$ cat config.mk
export PLATFORM = sky130hd
export DESIGN_NAME = param_inst_mem_flat
export DESIGN_NICKNAME = d
export VERILOG_FILES = /design/src/rtl/param_inst_mem_if.sv /design/src/rtl/param_inst_mem.sv /design/src/flat_wrapper.sv
export SDC_FILE = /design/constraint.sdc
export NUM_CORES = 2
export LEC_CHECK = 0
export ABC_AREA = 1
export BUFFER_PORTS_ARGS = -buffer_cell sky130_fd_sc_hd__buf_2
export CORE_UTILIZATION = 30
export DETAILED_ROUTE_END_ITERATION = 10
export PLACE_DENSITY = 0.48
export REMOVE_ABC_BUFFERS = 1
export SLEW_MARGIN = 20
export SYNTH_ARGS = -nofsm -noshare
export SYNTH_HDL_FRONTEND = slang
export SYNTH_SLANG_ARGS = --single-unit
export TNS_END_PERCENT = 100
$ cat constraint.sdc
create_clock -name clk -period 4.2 [get_ports clk]
set_clock_uncertainty 0.1 [all_clocks]
set_input_delay 0.84 -clock clk [delete_from_list [all_inputs] [get_ports clk]]
set_output_delay 0.84 -clock clk [all_outputs]
set_load 0.01 [all_outputs]
$ cat src/rtl/param_inst_mem_if.sv
// ---------------------------------------------------------------------------
// param_inst_mem_if
//   Bundles the fetch, response and program-load signals of param_inst_mem.
//
//   Fetch     : fetch_req, fetch_addr (byte address), fetch_ready
//   Response  : rsp_valid, rsp_inst, rsp_fault, rsp_stall (consumer hold)
//   Load      : ld_start, ld_valid, ld_data, ld_last, ld_ready, ld_done
//   Status    : mode (00 CLEAR, 01 RUN, 10 LOAD)
//
//   master : the fetch/load client (drives requests and load data)
//   slave  : the instruction memory
// ---------------------------------------------------------------------------
interface param_inst_mem_if #(
    parameter int DATA_W = 32
);
    logic              fetch_req;
    logic [31:0]       fetch_addr;
    logic              fetch_ready;
    logic              rsp_valid;
    logic [DATA_W-1:0] rsp_inst;
    logic              rsp_fault;
    logic              rsp_stall;
    logic              ld_start;
    logic              ld_valid;
    logic [DATA_W-1:0] ld_data;
    logic              ld_last;
    logic              ld_ready;
    logic              ld_done;
    logic [1:0]        mode;

    modport master (
        output fetch_req, fetch_addr, rsp_stall,
        output ld_start, ld_valid, ld_data, ld_last,
        input  fetch_ready, rsp_valid, rsp_inst, rsp_fault,
        input  ld_ready, ld_done, mode
    );

    modport slave (
        input  fetch_req, fetch_addr, rsp_stall,
        input  ld_start, ld_valid, ld_data, ld_last,
        output fetch_ready, rsp_valid, rsp_inst, rsp_fault,
        output ld_ready, ld_done, mode
    );
endinterface

$ cat src/rtl/param_inst_mem.sv
// ---------------------------------------------------------------------------
// param_inst_mem
//   Loadable instruction memory with a one-cycle-latency fetch port.
//   After reset the whole array is filled with FILL_WORD (CLEAR), then the
//   block serves fetches (RUN). A program can be streamed in starting at
//   word 0 (LOAD); words past the end of the program keep their contents.
//
//   Ports:
//     clk  - sole clock, rising edge
//     rst  - synchronous active-high reset, restarts a full CLEAR
//     bus  - param_inst_mem_if.slave (fetch, response, load, mode)
//
//   Fetch addresses are byte addresses; misaligned or out-of-range
//   addresses are still accepted but answer with rsp_fault=1 and FILL_WORD
//   without touching the array.
// ---------------------------------------------------------------------------
module param_inst_mem #(
    parameter int                ADDR_W    = 6,
    parameter int                DATA_W    = 32,
    parameter logic [DATA_W-1:0] FILL_WORD = DATA_W'(32'h00000013)
) (
    input  logic                clk,
    input  logic                rst,
    param_inst_mem_if.slave     bus
);
    localparam int DEPTH = 1 << ADDR_W;

    // Encodings double as the mode output.
    typedef enum logic [1:0] {
        ST_CLEAR = 2'b00,
        ST_RUN   = 2'b01,
        ST_LOAD  = 2'b10
    } state_t;

    state_t             state_q, state_d;
    logic [ADDR_W-1:0]  ptr_q, ptr_d;
    logic               rsp_valid_q, rsp_valid_d;
    logic               rsp_fault_q, rsp_fault_d;
    // Selects the memory read register as the response source; when clear
    // the response word is FILL_WORD (fault) or zero (nothing fetched yet).
    logic               from_mem_q, from_mem_d;
    logic               ld_done_q, ld_done_d;

    logic [DATA_W-1:0]  mem [DEPTH];
    logic [DATA_W-1:0]  rd_data_q;

    logic               mem_we;
    logic [DATA_W-1:0]  mem_wdata;
    logic               rd_en;
    logic [ADDR_W-1:0]  rd_idx;
    logic               addr_fault;
    logic               rsp_hold;
    logic               fetch_ready;
    logic               ld_ready;

    assign rd_idx     = bus.fetch_addr[ADDR_W+1:2];
    assign addr_fault = (bus.fetch_addr[1:0] != 2'b00) ||
                        ((bus.fetch_addr >> (ADDR_W + 2)) != 32'd0);
    assign rsp_hold   = rsp_valid_q && bus.rsp_stall;

    always_comb begin
        state_d     = state_q;
        ptr_d       = ptr_q;
        rsp_valid_d = 1'b0;
        rsp_fault_d = rsp_fault_q;
        from_mem_d  = from_mem_q;
        ld_done_d   = 1'b0;
        mem_we      = 1'b0;
        mem_wdata   = FILL_WORD;
        rd_en       = 1'b0;
        fetch_ready = 1'b0;
        ld_ready    = 1'b0;

        case (state_q)
            ST_CLEAR: begin
                mem_we = 1'b1;
                ptr_d  = ptr_q + 1'b1;
                // Pointer wraps to 0 as it leaves the last word.
                if (&ptr_q) begin
                    state_d = ST_RUN;
                end
            end

            ST_RUN: begin
                fetch_ready = !bus.ld_start && !rsp_hold;
                if (rsp_hold) begin
                    rsp_valid_d = 1'b1;
                end else if (bus.ld_start) begin
                    // Load request beats a simultaneous fetch.
                    state_d = ST_LOAD;
                    ptr_d   = '0;
                end else if (bus.fetch_req) begin
                    rsp_valid_d = 1'b1;
                    rsp_fault_d = addr_fault;
                    from_mem_d  = !addr_fault;
                    rd_en       = !addr_fault;
                end
            end

            ST_LOAD: begin
                ld_ready = 1'b1;
                if (bus.ld_valid) begin
                    mem_we    = 1'b1;
                    mem_wdata = bus.ld_data;
                    ptr_d     = ptr_q + 1'b1;
                    if (bus.ld_last || (&ptr_q)) begin
                        state_d   = ST_RUN;
                        ld_done_d = 1'b1;
                    end
                end
            end

            default: begin
                state_d = ST_CLEAR;
                ptr_d   = '0;
            end
        endcase
    end

    always_ff @(posedge clk) begin
        if (rst) begin
            state_q     <= ST_CLEAR;
            ptr_q       <= '0;
            rsp_valid_q <= 1'b0;
            rsp_fault_q <= 1'b0;
            from_mem_q  <= 1'b0;
            ld_done_q   <= 1'b0;
        end else begin
            state_q     <= state_d;
            ptr_q       <= ptr_d;
            rsp_valid_q <= rsp_valid_d;
            rsp_fault_q <= rsp_fault_d;
            from_mem_q  <= from_mem_d;
            ld_done_q   <= ld_done_d;
        end
    end

    // Array and its read register carry no reset so they map onto block RAM.
    always_ff @(posedge clk) begin
        if (mem_we && !rst) begin
            mem[ptr_q] <= mem_wdata;
        end
    end

    always_ff @(posedge clk) begin
        if (rd_en && !rst) begin
            rd_data_q <= mem[rd_idx];
        end
    end

    assign bus.fetch_ready = fetch_ready;
    assign bus.ld_ready    = ld_ready;
    assign bus.rsp_valid   = rsp_valid_q;
    assign bus.rsp_fault   = rsp_fault_q;
    assign bus.rsp_inst    = from_mem_q  ? rd_data_q :
                             rsp_fault_q ? FILL_WORD : '0;
    assign bus.ld_done     = ld_done_q;
    assign bus.mode        = state_q;

endmodule

$ cat src/flat_wrapper.sv
// flat-port wrapper written by rule: the top's interface ports become plain ports
module param_inst_mem_flat 
#(
    parameter int                ADDR_W    = 6,
    parameter int                DATA_W    = 32,
    parameter logic [DATA_W-1:0] FILL_WORD = DATA_W'(32'h00000013)
)
  (clk, rst, bus_fetch_req, bus_fetch_addr, bus_rsp_stall, bus_ld_start, bus_ld_valid, bus_ld_data, bus_ld_last, bus_fetch_ready, bus_rsp_valid, bus_rsp_inst, bus_rsp_fault, bus_ld_ready, bus_ld_done, bus_mode);
  param_inst_mem_if #(.DATA_W(DATA_W)) bus_i ();
  input  logic clk;
  input  logic rst;
  input wire logic [$bits(bus_i.fetch_req)-1:0] bus_fetch_req;
  input wire logic [$bits(bus_i.fetch_addr)-1:0] bus_fetch_addr;
  input wire logic [$bits(bus_i.rsp_stall)-1:0] bus_rsp_stall;
  input wire logic [$bits(bus_i.ld_start)-1:0] bus_ld_start;
  input wire logic [$bits(bus_i.ld_valid)-1:0] bus_ld_valid;
  input wire logic [$bits(bus_i.ld_data)-1:0] bus_ld_data;
  input wire logic [$bits(bus_i.ld_last)-1:0] bus_ld_last;
  output wire logic [$bits(bus_i.fetch_ready)-1:0] bus_fetch_ready;
  output wire logic [$bits(bus_i.rsp_valid)-1:0] bus_rsp_valid;
  output wire logic [$bits(bus_i.rsp_inst)-1:0] bus_rsp_inst;
  output wire logic [$bits(bus_i.rsp_fault)-1:0] bus_rsp_fault;
  output wire logic [$bits(bus_i.ld_ready)-1:0] bus_ld_ready;
  output wire logic [$bits(bus_i.ld_done)-1:0] bus_ld_done;
  output wire logic [$bits(bus_i.mode)-1:0] bus_mode;
  assign bus_i.fetch_req = bus_fetch_req;
  assign bus_i.fetch_addr = bus_fetch_addr;
  assign bus_i.rsp_stall = bus_rsp_stall;
  assign bus_i.ld_start = bus_ld_start;
  assign bus_i.ld_valid = bus_ld_valid;
  assign bus_i.ld_data = bus_ld_data;
  assign bus_i.ld_last = bus_ld_last;
  assign bus_fetch_ready = bus_i.fetch_ready;
  assign bus_rsp_valid = bus_i.rsp_valid;
  assign bus_rsp_inst = bus_i.rsp_inst;
  assign bus_rsp_fault = bus_i.rsp_fault;
  assign bus_ld_ready = bus_i.ld_ready;
  assign bus_ld_done = bus_i.ld_done;
  assign bus_mode = bus_i.mode;
  param_inst_mem #(.ADDR_W(ADDR_W), .DATA_W(DATA_W), .FILL_WORD(FILL_WORD)) u_core (.clk(clk), .rst(rst), .bus(bus_i));
endmodule
# After elaboration in Yosys (flattened, before gate mapping)
# Memories as Yosys holds them, arrays and structs flattened. A register that Yosys moved wholly into a read port is not among the register bits.
# Index checks and enable logic that the tools add are counted.
# totals
input_bits,71
word_cells,67
ram_bits,2048
register_bits,12
memories,1
output_inout_bits,39
# op_classes
add_sub_neg,1
eq_ne,7
reduce_logical,19
n_bitwise,5
n_mux,28
# memory_table
memory,depth,word_bits,rd,rd_ports_with_merged_regs,write_ports,line,rtl
u_core.mem,64,32,1,1,1,param_inst_mem.sv:44,logic [DATA_W-1:0] mem [DEPTH];
# ops
operator,n
two-way mux 32 bit,3
nonzero test 32 bit,1
two-way mux 6 bit,3
case mux 6 bit (3 select lines),1
two-way mux 1 bit,13
two-way mux 2 bit,5
adder 6 x 1 -> 6 bit (second input constant),1
!= test 2 bit (second input constant),3
case mux 2 bit (3 select lines),1
AND reduction 6 bit,1
two-way mux 5 bit,1
NOT 1 bit,5
AND reduction 5 bit,1
logical AND 1 bit,4
logical NOT 1 bit,4
!= test 2 x 1 -> 1 bit (second input constant),2
AND reduction 4 bit,1
AND reduction 3 bit,1
OR reduction 3 bit,1
equality test 2 x 1 -> 1 bit (second input constant),1
equality test 2 bit (second input constant),1
logical NOT 2 bit,1
logical OR 1 bit,2
case mux 1 bit (2 select lines),1
2 further kinds,2

# Depth between registers and ports, before layout
# depth
ltp_word,8
depth_mapped,13
depth_no_buf,9

# Least setup slack after synthesis
# Ideal clock, no wire load.
# synth_timing
path_kind,in2reg
startpoint,input bus_rsp_stall
endpoint,register u_core.rd_data_q[0] (read register of u_core.mem) (enable)
setup_ns,0.461
cell_stages,5
required_time_ns,3.639
path_buffers,0
arrival_time_ns,3.879
slack_ns,-0.240
cell_sequence,nand2_1 > inv_1 > nor4_1 > nand2_1 > nor3_1
# synth_via
elab_chain_len,4
# synth_lines
element,line,rtl
"start, declared",flat_wrapper.sv:14,input wire logic [$bits(bus_i.rsp_stall)-1:0] bus_rsp_stall;
logical AND 1 bit,param_inst_mem.sv:59,assign rsp_hold = rsp_valid_q && bus.rsp_stall;
two-way mux 1 bit,param_inst_mem.sv:86,if (rsp_hold) begin
two-way mux 1 bit,param_inst_mem.sv:74,case (state_q)
logical AND 1 bit,param_inst_mem.sv:146,if (rd_en && !rst) begin
"end, declared",param_inst_mem.sv:45,logic [DATA_W-1:0] rd_data_q;
# Every way passes these cells.
# A chain may end at the register's enable or synchronous reset.

# Worst setup path in the final report
# layout_timing
startpoint,register u_core.from_mem_q
endpoint,output bus_rsp_inst[0]
# layout_via
elab_chain_len,1
# layout_lines
element,line,rtl
"start, declared",param_inst_mem.sv:41,"logic from_mem_q, from_mem_d;"
"start signal, assigned",param_inst_mem.sv:133,from_mem_q <= from_mem_d;
two-way mux 32 bit,param_inst_mem.sv:155,assign bus.rsp_inst = from_mem_q ? rd_data_q :
"end, declared",flat_wrapper.sv:21,output wire logic [$bits(bus_i.rsp_inst)-1:0] bus_rsp_inst;
# Every way passes these cells.

==> metrics.cfg <==
[logic_synthesis]
yosysSeqAreaShare_pct = 74.5
ys_ff_latch = 2092
netlist-cell-type-count = 25
yosys_warnings = 0
synth_area_leaders = edfxtp_1 74%, nand3_1 11%, nand2_1 10%
syn-cell-area_sq_mm = 0.0842
synth_top_area_share_pct = 74.2
async_flop_share_pct = 0
synth_top_cell_by_area = edfxtp_1
synthCells = 6999
avgSynthCellArea_sq_um = 12.0
synth_commonest_cells = 2289 x nand2_1, 2080 x edfxtp_1, 1919 x nand3_1, 274 x buf_2, 115 x nor2_1
synth-edff-count = 2080
yosysMostFrequentCell = nand2_1
synthFlopType = edfxtp_1

[worst_setup_path]
critPathArrivalTime_ns = 2.61
path_depth = 4
crit_slowest_cell = dfxtp_2
critPathBufInv = 2
worstPathMaxFanout = 19
path_cells = buf_4 > nand2_1 > nand2_1 > buf_2
cp_slowest_stage_delay_ns = 0.78
crit_top_cell = nand2_1
startpoint_type = register
crit_family = flip-flops
end_kind = primary output
crit_type = register to primary output
cp_data_required_time_ns = 3.26
reg2reg_depth = 6

[hold_path]
hold_depth = 3
hp-class = input port to register

[timing]
rsz0062_at_grt = false
setup_violations = 0
hold_viol = 0
fin_crit_sh_pct = 84.6
fin_ws_ns = 0.647
relSlewSlack_pct = 36.3
whs_ns = 0.126
fmax_ghz = 0.281
drv_slew = 0
worst_pin_slew_ns = 0.955
final.min_clock_period_ns = 3.55
tns_ns = 0

[clocking]
root_buffer = clkbuf_16
cts_max_path_buffers = 4
clock-sinks = 2092
cts_tree = done
clkLatencyLatePin_ns = 0.87
cts_buffers = 217
ctsResizeCount = 0
postCtsHoldBufs = 0
htree_levels = 4
clk_pin_slew_ns = 0.06
postCtsSetupBuffers = 0

[global_routing]
grt_max_degree = 116
antenna_found_initial = 16
grt_pass1_wl_um = 388000
overflow = 0
grt_pass1_vias = 52700
grt_usage_pct = 18.7

[place]
dp_hpwl_um = 143000
place_congestion = 0.785
place_area_sq_mm = 0.0911
post-place-ws_ns = 0.331
dp.cells = 10600
port_buffers = 109

[layout]
finalNetCount = 7191
drive_gt1_share_pct = 10.4
area_delta_synth_final_pct = 16.3
fin_cells = 11000
stdcell_area_sq_mm = 0.0979

[power]
peakVddDrop_mv = 0.353
p_leak_nw = 35.7
powerDensity_mw_per_mm2 = 448
p_sw_mw = 9.64
seqPwrFrac_pct = 51.7
p_comb_share_pct = 4.9
swShare_pct = 22.0
intPower_mw = 34.3
clkPwrFrac_pct = 43.4

[detailed_routing]
drc = 0
via_per_inst = 5.01
vias = 55200
final_antenna_net_count = 0
first_pass_iters = 5
routedWlPerCell_um = 24.7
drt-total-wl_um = 272000
drt_iter0_markers = 5885

[floorplanning]
io_pins = 110
die_h_um = 532
rows = 194
core_sq_mm = 0.279
die_w_um = 532
die-area_sq_mm = 0.283
start_util_pct = 30.2

[job]
maxCapViolations = 0

[status]
outcome = finished clean

cell type report:
cell class	instances	area [sq um]
fill	27200	181000
sequential	2092	62700
multi-input combinational	4364	19600
clock buffer	257	5620
tap	3724	4660
timing repair buffer	355	3740
clock inverter	125	1220
inverter	89	372
antenna	10	25.0
metrics by stage:
step | power, mW | util [%]
6_report | 43.9 | 35.1
5_1_grt | 45.1 | 35.1
4_1_cts | 44.2 | 35.1
3_5_place_dp | 25.3 | 32.6
3_3_place_gp | 25.3 | 32.6
2_1_floorplan | 24.2 | -
sequential cells by signal (all words and copies together) (netlist names):
name	count
u_core.mem	2048
u_core.bus.ld_done	1
u_core.ptr_q	6
u_core.bus.mode	2
u_core.rd_data_q	32
u_core.bus.rsp_fault	1
u_core.from_mem_q	1
u_core.bus.rsp_valid	1
worst reg2reg max path, delay by kind of cell (launching register included):
kind,cells,cell delay (ns)
and+or+nand+nor,3,1.17
DFF,1,0.43
buffers and inverters,3,0.96
layout by cell type, fill, tap and decap left out, types with 3 or more instances in the layout:
master / synthesis / routed
a21oi_1: 4 / 4
buf_12: 0 / 105
buf_2: 274 / 104
buf_4: 30 / 142
buf_8: 1 / 3
bufinv_16: 0 / 25
clkbuf_1: 92 / 38
clkbuf_16: 0 / 219
clkinv_1: 0 / 50
clkinv_2: 0 / 44
dfxtp_1: 12 / 11
diode_2: 0 / 10
edfxtp_1: 2080 / 2080
inv_1: 86 / 84
inv_6: 0 / 5
inv_8: 0 / 3
nand2_1: 2289 / 2288
nand3_1: 1919 / 1919
nand4_1: 13 / 13
nor2_1: 115 / 22
nor2_4: 0 / 93
nor3_1: 5 / 3
nor4_1: 5 / 5
o21ai_0: 4 / 4
or2_2: 3 / 3
path summary, 6_finish.rpt:
kind                      start                    to  slack (ns)
min               bus_fetch_req  u_core.bus.rsp_valid        0.13
min reg2reg     u_core.ptr_q[5]       u_core.ptr_q[5]        0.50
max reg2reg  u_core.bus.mode[0]    u_core.mem[43][31]        1.27
max           u_core.from_mem_q       bus_rsp_inst[0]        0.65
power by group through the flow:
stage	combinational, mW	sequential [mW]	clock, mW
floorplan	1.06	23.1	0
finish	2.17	22.7	19.0
global route	2.35	22.7	20.1
CTS	2.18	22.7	19.4
detailed placement	2.18	23.1	0
global placement	2.17	23.1	0
cells by family after synthesis:
kind of cell    share of synthesized area, %
fa+ha+maj                             0.0149
buf+inv                                 3.13
flops                                   74.5
compound gates                        0.0832
simple gates                            22.3
xor+xnor                              0.0104
per-layer routing:
| metal | up-vias | GRT usage, % | wire length (um) |
|---|---|---|---|
| li1 | 25100 | - | - |
| met1 | 28000 | 25.6 | 118000 |
| met2 | 1757 | 31.1 | 130000 |
| met3 | 328 | 2.27 | 15900 |
| met4 | 6 | 5.62 | 8280 |
| met5 | - | 0 | 47 |
(Power assumes the default switching activity.)
